$ cat src/rtl/control_unit.sv
// Multicycle fetch/decode/execute sequencer for the single-bus ezRISC datapath.
// Build option: define MULDIV_EN to add mul (op 15) / div (op 16) with an alu_done handshake.
module control_unit #(
  parameter int REG_SIZE = 32,
  parameter int NUM_GP   = 16,
  parameter int WAIT_MAX = 255
) (
  input  logic                clk,
  input  logic                reset,
  input  logic [REG_SIZE-1:0] ir,
  input  logic                con_ff,
  input  logic                mem_ready,
  input  logic                alu_done,
  output logic [NUM_GP-1:0]   gp_le,
  output logic [NUM_GP-1:0]   gp_out,
  output logic                pc_le,
  output logic                pc_out,
  output logic                ir_le,
  output logic                y_le,
  output logic                z_le,
  output logic                z_out,
  output logic                z_hi_out,
  output logic                z_lo_out,
  output logic                mar_le,
  output logic                hi_le,
  output logic                lo_le,
  output logic                mdr_in,
  output logic                md_mux_select,
  output logic                mdr_out,
  output logic                c_out,
  output logic                con_le,
  output logic [3:0]          alu_op,
  output logic                mem_read,
  output logic                mem_write,
  output logic                run,
  output logic                fault
);
  // state | meaning
  // RST   | in/just out of reset, all strobes low
  // T0-T2 | fetch: PC->MAR/Z=PC+1, PC update + read, MDR->IR (T1W waits on memory)
  // DEC   | decode cycle, no strobes
  // T3-T7 | execute steps of the decoded class
  // HALT  | halt instruction or wait timeout; left only by reset
  typedef enum logic [3:0] {S_RST, S_T0, S_T1, S_T1W, S_T2, S_DEC, S_T3, S_T4, S_T5, S_T6,
                            S_T7, S_HALT} state_t;
  typedef enum logic [2:0] {C_NOP, C_ALU, C_ADDI, C_LD, C_ST, C_BR, C_MD, C_HALT} class_t;

  typedef struct packed {
    logic [NUM_GP-1:0] gp_le;
    logic [NUM_GP-1:0] gp_out;
    logic pc_le, pc_out, ir_le, y_le, z_le, z_out, z_hi_out, z_lo_out;
    logic mar_le, hi_le, lo_le, mdr_in, md_mux_select, mdr_out, c_out, con_le;
    logic [3:0] alu_op;
    logic mem_read, mem_write;
  } strobe_t;

  localparam logic [3:0] ALU_ADD = 4'd0, ALU_MUL = 4'd4, ALU_DIV = 4'd5, ALU_INC = 4'd6;
  localparam logic [NUM_GP-1:0] GP_ONE = 1;

  state_t    r_state, w_next;
  class_t    w_cls;
  strobe_t   r_s;
  logic [7:0] r_wait;
  logic      r_run, r_fault;
  logic      w_in_wait, w_ready, w_timeout, w_rd_ack, w_md_ack, w_unused;

  logic [4:0] w_op;
  logic [3:0] w_ra, w_rb, w_rc;
  assign w_op = ir[31:27];
  assign w_ra = ir[26:23];
  assign w_rb = ir[22:19];
  assign w_rc = ir[18:15];
  assign w_unused = ^{ir[14:0], alu_done};

  always_comb begin
    w_cls = C_NOP;
    case (w_op)
      5'd3, 5'd4, 5'd5, 5'd6: w_cls = C_ALU;
      5'd12:                  w_cls = C_ADDI;
      5'd0:                   w_cls = C_LD;
      5'd1:                   w_cls = C_ST;
      5'd18:                  w_cls = C_BR;
      5'd27:                  w_cls = C_HALT;
`ifdef MULDIV_EN
      5'd15, 5'd16:           w_cls = C_MD;
`endif
      default:                w_cls = C_NOP;
    endcase
  end

  assign w_in_wait = (r_state == S_T1W) || (r_state == S_T6 && w_cls == C_LD) ||
                     (r_state == S_T7 && w_cls == C_ST) || (r_state == S_T4 && w_cls == C_MD);
  assign w_ready   = (r_state == S_T4 && w_cls == C_MD) ? alu_done : mem_ready;
  // ready on the last allowed wait cycle still wins over the timeout
  assign w_timeout = w_in_wait && !w_ready && (r_wait == 8'(WAIT_MAX - 1));
  assign w_rd_ack  = mem_ready && ((r_state == S_T1W) || (r_state == S_T6 && w_cls == C_LD));
  assign w_md_ack  = alu_done && (r_state == S_T4) && (w_cls == C_MD);

  always_comb begin
    w_next = r_state;
    case (r_state)
      S_RST:  w_next = S_T0;
      S_T0:   w_next = S_T1;
      S_T1:   w_next = S_T1W;
      S_T1W:  w_next = S_T2;
      S_T2:   w_next = S_DEC;
      S_DEC:  w_next = (w_cls == C_NOP) ? S_T0 : (w_cls == C_HALT) ? S_HALT : S_T3;
      S_T3:   w_next = S_T4;
      S_T4:   w_next = S_T5;
      S_T5:   w_next = (w_cls == C_ALU || w_cls == C_ADDI) ? S_T0 : S_T6;
      S_T6:   w_next = (w_cls == C_LD || w_cls == C_ST) ? S_T7 : S_T0;
      S_T7:   w_next = S_T0;
      S_HALT: w_next = S_HALT;
      default: w_next = S_RST;
    endcase
    if (w_in_wait && !w_ready) w_next = w_timeout ? S_HALT : r_state;
  end

  function automatic strobe_t strobes(state_t st, class_t cl, logic [4:0] op,
                                      logic [3:0] ra, logic [3:0] rb, logic [3:0] rc, logic cff);
    strobe_t s;
    s = '0;
    case (st)
      S_T0:  begin s.pc_out = 1'b1; s.mar_le = 1'b1; s.alu_op = ALU_INC; s.z_le = 1'b1; end
      S_T1:  begin s.z_out = 1'b1; s.pc_le = 1'b1; s.mem_read = 1'b1; end
      S_T1W: s.mem_read = 1'b1;
      S_T2:  begin s.mdr_out = 1'b1; s.ir_le = 1'b1; end
      S_T3: begin
        if (cl == C_BR)      begin s.gp_out = GP_ONE << ra; s.con_le = 1'b1; end
        else if (cl == C_MD) begin s.gp_out = GP_ONE << ra; s.y_le = 1'b1; end
        else                 begin s.gp_out = GP_ONE << rb; s.y_le = 1'b1; end
      end
      S_T4: begin
        if (cl == C_ALU)     begin s.gp_out = GP_ONE << rc; s.alu_op = 4'(op - 5'd3); s.z_le = 1'b1; end
        else if (cl == C_BR) begin s.pc_out = 1'b1; s.y_le = 1'b1; end
        else if (cl == C_MD) begin s.gp_out = GP_ONE << rb; s.alu_op = (op == 5'd15) ? ALU_MUL : ALU_DIV; end
        else                 begin s.c_out = 1'b1; s.alu_op = ALU_ADD; s.z_le = 1'b1; end
      end
      S_T5: begin
        if (cl == C_ALU || cl == C_ADDI) begin s.z_out = 1'b1; s.gp_le = GP_ONE << ra; end
        else if (cl == C_BR)             begin s.c_out = 1'b1; s.alu_op = ALU_ADD; s.z_le = 1'b1; end
        else if (cl == C_MD)             begin s.z_lo_out = 1'b1; s.lo_le = 1'b1; end
        else                             begin s.z_out = 1'b1; s.mar_le = 1'b1; end
      end
      S_T6: begin
        if (cl == C_LD)      s.mem_read = 1'b1;
        else if (cl == C_ST) begin s.gp_out = GP_ONE << ra; s.mdr_in = 1'b1; end
        else if (cl == C_MD) begin s.z_hi_out = 1'b1; s.hi_le = 1'b1; end
        else if (cff)        begin s.z_out = 1'b1; s.pc_le = 1'b1; end
      end
      S_T7: begin
        if (cl == C_LD) begin s.mdr_out = 1'b1; s.gp_le = GP_ONE << ra; end
        else            s.mem_write = 1'b1;
      end
      default: s = '0;
    endcase
    return s;
  endfunction

  always_ff @(posedge clk or posedge reset) begin
    if (reset) begin
      r_state <= S_RST;
      r_wait  <= '0;
      r_s     <= '0;
      r_run   <= 1'b0;
      r_fault <= 1'b0;
    end else begin
      r_state <= w_next;
      r_wait  <= (w_in_wait && !w_ready) ? r_wait + 8'd1 : 8'd0;
      r_s     <= strobes(w_next, w_cls, w_op, w_ra, w_rb, w_rc, con_ff);
      r_run   <= (w_next != S_RST) && (w_next != S_HALT);
      r_fault <= r_fault | w_timeout;
    end
  end

  // memory-read and MUL/DIV completions load in the same cycle ready is seen
  assign mdr_in        = r_s.mdr_in | w_rd_ack;
  assign md_mux_select = r_s.md_mux_select | w_rd_ack;
  assign z_le          = r_s.z_le | w_md_ack;
  assign gp_le     = r_s.gp_le;
  assign gp_out    = r_s.gp_out;
  assign pc_le     = r_s.pc_le;
  assign pc_out    = r_s.pc_out;
  assign ir_le     = r_s.ir_le;
  assign y_le      = r_s.y_le;
  assign z_out     = r_s.z_out;
  assign z_hi_out  = r_s.z_hi_out;
  assign z_lo_out  = r_s.z_lo_out;
  assign mar_le    = r_s.mar_le;
  assign hi_le     = r_s.hi_le;
  assign lo_le     = r_s.lo_le;
  assign mdr_out   = r_s.mdr_out;
  assign c_out     = r_s.c_out;
  assign con_le    = r_s.con_le;
  assign alu_op    = r_s.alu_op;
  assign mem_read  = r_s.mem_read;
  assign mem_write = r_s.mem_write;
  assign run       = r_run;
  assign fault     = r_fault;
endmodule

$ cat config.mk
export PLATFORM = sky130hd
export DESIGN_NAME = control_unit
export DESIGN_NICKNAME = d
export VERILOG_FILES = /design/src/rtl/control_unit.sv
export SDC_FILE = /design/constraint.sdc
export NUM_CORES = 1
export LEC_CHECK = 0
export BUFFER_PORTS_ARGS = -buffer_cell sky130_fd_sc_hd__buf_2
export CAP_MARGIN = 20
export CORE_AREA = 2 2 83 101
export CTS_CLUSTER_DIAMETER = 100
export DETAILED_ROUTE_END_ITERATION = 10
export DIE_AREA = 0 0 85 103
export PLACE_DENSITY = 0.79
export SYNTH_ARGS = -nofsm -noshare
export SYNTH_HDL_FRONTEND = slang
export SYNTH_SLANG_ARGS = --single-unit
$ cat constraint.sdc
create_clock -name clk -period 3.1 [get_ports clk]
set_input_delay 0.155 -clock clk [delete_from_list [all_inputs] [get_ports clk]]
set_output_delay 0.155 -clock clk [all_outputs]
set_load 0.05 [all_outputs]
==> impl_metrics.yaml <==
run_status:
  outcome: "complete, no violations"
setup_path:
  crit_start: "ir[28]"
  worst_ep_arrival_time_ps: 2810
  path_class: "in2out"
  reg2reg_from: "r_state[2]"
  crit_fanout: 6
  worstReg2RegEnd: "gp_out[1]"
  required_ps: 2940
  start_kind: "input port"
  cpMaxStageDelayCell: "or4b_4"
  critPathCaptureType: "primary output"
  reg2reg_slack_ps: 320
  critPathCapture: "mdr_in"
  crit_chain: "buf_2 > inv_1 > ha_1 > or4b_4 > nor3_2 > mux2i_2 > o31ai_4 > buf_12 > mux2_4 > or2_4 > o221ai_4 > buf_6"
  reg2reg_depth: 10
  max_stage_delay_ps: 480
clock_tree:
  cts_made_buffers: 9
  clk_pin_slew_worst_paths_ps: 70
  cts_htree_levels: 3
  tritoncts: "yes"
  clockBufferDepth: 2
  clk_latency_ps: 360
  clock_sinks: 65
  root_buffer: "clkbuf_8"
placement:
  dpl.hpwl_um: 8130
  numPlacedInstances: 622
  numPortBuffers: 77
  gp_congestion: 0.9178
detailed_routing:
  ant_nets: 0
  via_per_inst: 5.957
  drt_wl_total_um: 11090
  drcViolationCount: 0
  wl_per_cell_um: 17.20
  first_pass_iters: 5
  route.vias.total: 3842
  drt_iter0_drc: 368
die:
  ios: 93
  start_util_pct: 53.03
  rows: 36
  die-area_um2: 8755
  dieWidth_um: 85
  coreArea_um2: 7883
  die_h_um: 103
power:
  pwr_density_cell_nw_per_um2: 706.5
  pwr-share-comb_pct: 52.5
  p_leak_nw: 2.215
  clkPwrFrac_pct: 17.8
  peakVddDrop_mv: 0.5204
  p_seq_share_pct: 29.7
  sw_frac_of_total_pct: 44.00
  p_sw_mw: 1.532
  power.internal_mw: 1.950
timing:
  period_share_pct: 95.63
  fmax_mhz: 337.3
  grt_setup_unrepaired: "no"
  timing.final.hold_violations: 0
  tightest_slew_ps: 795.3
  finalCriticalPeriod_ps: 2964
  slew_headroom_pct: 46.90
  setup_viol: 0
  maxSlewViolCount: 0
  finalClockSkew_ps: 13.35
  whs_ps: 101.8
synth:
  synth_seq_cells: 65
  synth_area_leaders: "dfrtp_1 (39%), buf_4 (6.8%), o21ai_0 (5.0%)"
  synth_edf_count: 0
  synth_top_cell_area_share_pct: 38.91
  post_synth_num_cell_types: 63
  syn_area_per_cell_um2: 8.801
  synthesis.area_um2: 4180
  synth_nets: 520
  synthCells: 475
  synth_top_cell_by_area: "dfrtp_1"
  synth_warnings: 0
  synth_flop_cell: "dfrtp_1"
  async_reset_ff_share_pct: 100.0
  seq_area_frac_synth_pct: 38.91
hold_path:
  hold_class: "in2reg"
global_routing:
  grt_usage_pct: 25.26
  grt_max_degree: 39
  grt_first_pass_wirelength_um: 17150
  antenna_found_initial: 0
  grt_overflow: 0
  grt_pass1_vias: 3509
run:
  drv_cap: 0
cells_and_area:
  diodes: 0
  final_nets: 590
  areaGrowthSynthToFinish_pct: 17.93
  layout-drive-gt1-share_pct: 30.91
  fin_cells: 645
==> layer usage <==
metal / part of all wire, % / vias up / track usage [%]
met1: 39 / 1818 / 30.49
met5: 0 / - / 0
met2: 52 / 172 / 43.99
li1: - / 1824 / -
met4: 3.4 / 0 / 13.80
met3: 5.8 / 28 / 3.203
==> what timing repair did <==
action	in CTS	in global routing
hold buffers	1	0
hold endpoints to repair	23	0
setup buffers	1	5
gates resized for setup	8	10
setup endpoints to repair	2	2
pin swaps	2	2
==> kinds of logic after synthesis <==
group | Yosys count | share of synthesized area (%)
xor gates and xnor gates | 10 | 2.095
AOI/OAI and AO/OA | 113 | 18.56
DFF | 65 | 38.91
adders and majority gates | 8 | 2.395
muxes | 8 | 2.753
buffers and inverters | 79 | 11.10
and+or+nand+nor | 192 | 24.18
==> per-stage QoR <==
stage / worst slack (ps) / total power, mW / area [um2] / utilization, % / setup TNS [ps]
global route: 8.654 / 3.670 / 4930 / 62.54 / 0
finish: 135.6 / 3.483 / 4930 / 62.54 / 0
CTS: 13.04 / 3.341 / 4821 / 61.16 / 0
global placement: -68.00 / 2.638 / 4613 / 58.52 / -104.7
detailed placement: -173.2 / 2.664 / 4613 / 58.52 / -1150
floorplan: 50.58 / 2.228 / 4212 / - / 0
==> power by group through the flow <==
stage	sequential (mW)	combinational, mW	clock (mW)
2_1_floorplan	1.18	1.04	0
3_3_place_gp	1.05	1.59	0
3_5_place_dp	1.05	1.62	0
4_1_cts	1.03	1.69	0.629
5_1_grt	1.04	1.95	0.673
6_report	1.03	1.83	0.621
==> worst max-delay path, delay by kind of cell <==
| family | cells | cell delay [ps] |
|---|---|---|
| and+or+nand+nor | 3 | 1030 |
| AOI/OAI and AO/OA | 2 | 280 |
| adders and majority gates | 1 | 170 |
| buffers and inverters | 4 | 540 |
| muxes | 2 | 620 |
==> synth_stat cells, types with 9 or more instances <==
master    instances
o211ai_1          9
nor3_1           28
inv_1            15
nand3_1          18
nand2_1          34
o22ai_1          15
buf_4            38
nand2b_1         14
nor2_1           42
clkbuf_1         13
dfrtp_1          65
o21ai_0          42
==> cell type report <==
class | instances | area [um2]
Clock buffer | 12 | 135.1
Clock inverter | 4 | 30.03
Fill cell | 640 | 2953
Inverter | 15 | 56.30
Multi-Input combinational cell | 331 | 2190
Sequential cell | 65 | 1629
Tap cell | 95 | 118.9
Timing Repair Buffer | 123 | 770.7
==> placed cells by master, fill, tap and decap left out, types with 5 or more instances in the layout <==
cell      instances
nor2_1           42
nand3_1          18
nand2_1          34
nand2b_1         12
nor4_1            5
dfrtp_1          63
buf_2            75
a21oi_1           6
o32ai_1           5
o21ai_0          42
o311ai_1          8
nor2b_1           8
nor3_1           28
o22ai_1          14
o211ai_1          9
xor2_1            7
buf_4            43
clkbuf_8          9
ha_1              7
inv_1            14
or3_1             7
==> worst min path at each step <==
stage	from	cells past startpoint	endpoint	slack [ps]
after floorplan	alu_done	1	lo_le	300
after global placement	reset	2	gp_out[5]	360
after detailed placement	reset	2	gp_out[9]	370
after CTS	con_ff	3	pc_le	90
after global routing	con_ff	3	pc_le	120
final	con_ff	3	pc_le	100
==> sequential cells by signal, summed over array words and instances (netlist names), 2 cells and up <==
register	cells
gp_out	16
r_state	4
r_wait	8
alu_op	4
gp_le	16
r_s	2
(Power assumes the default switching activity.)
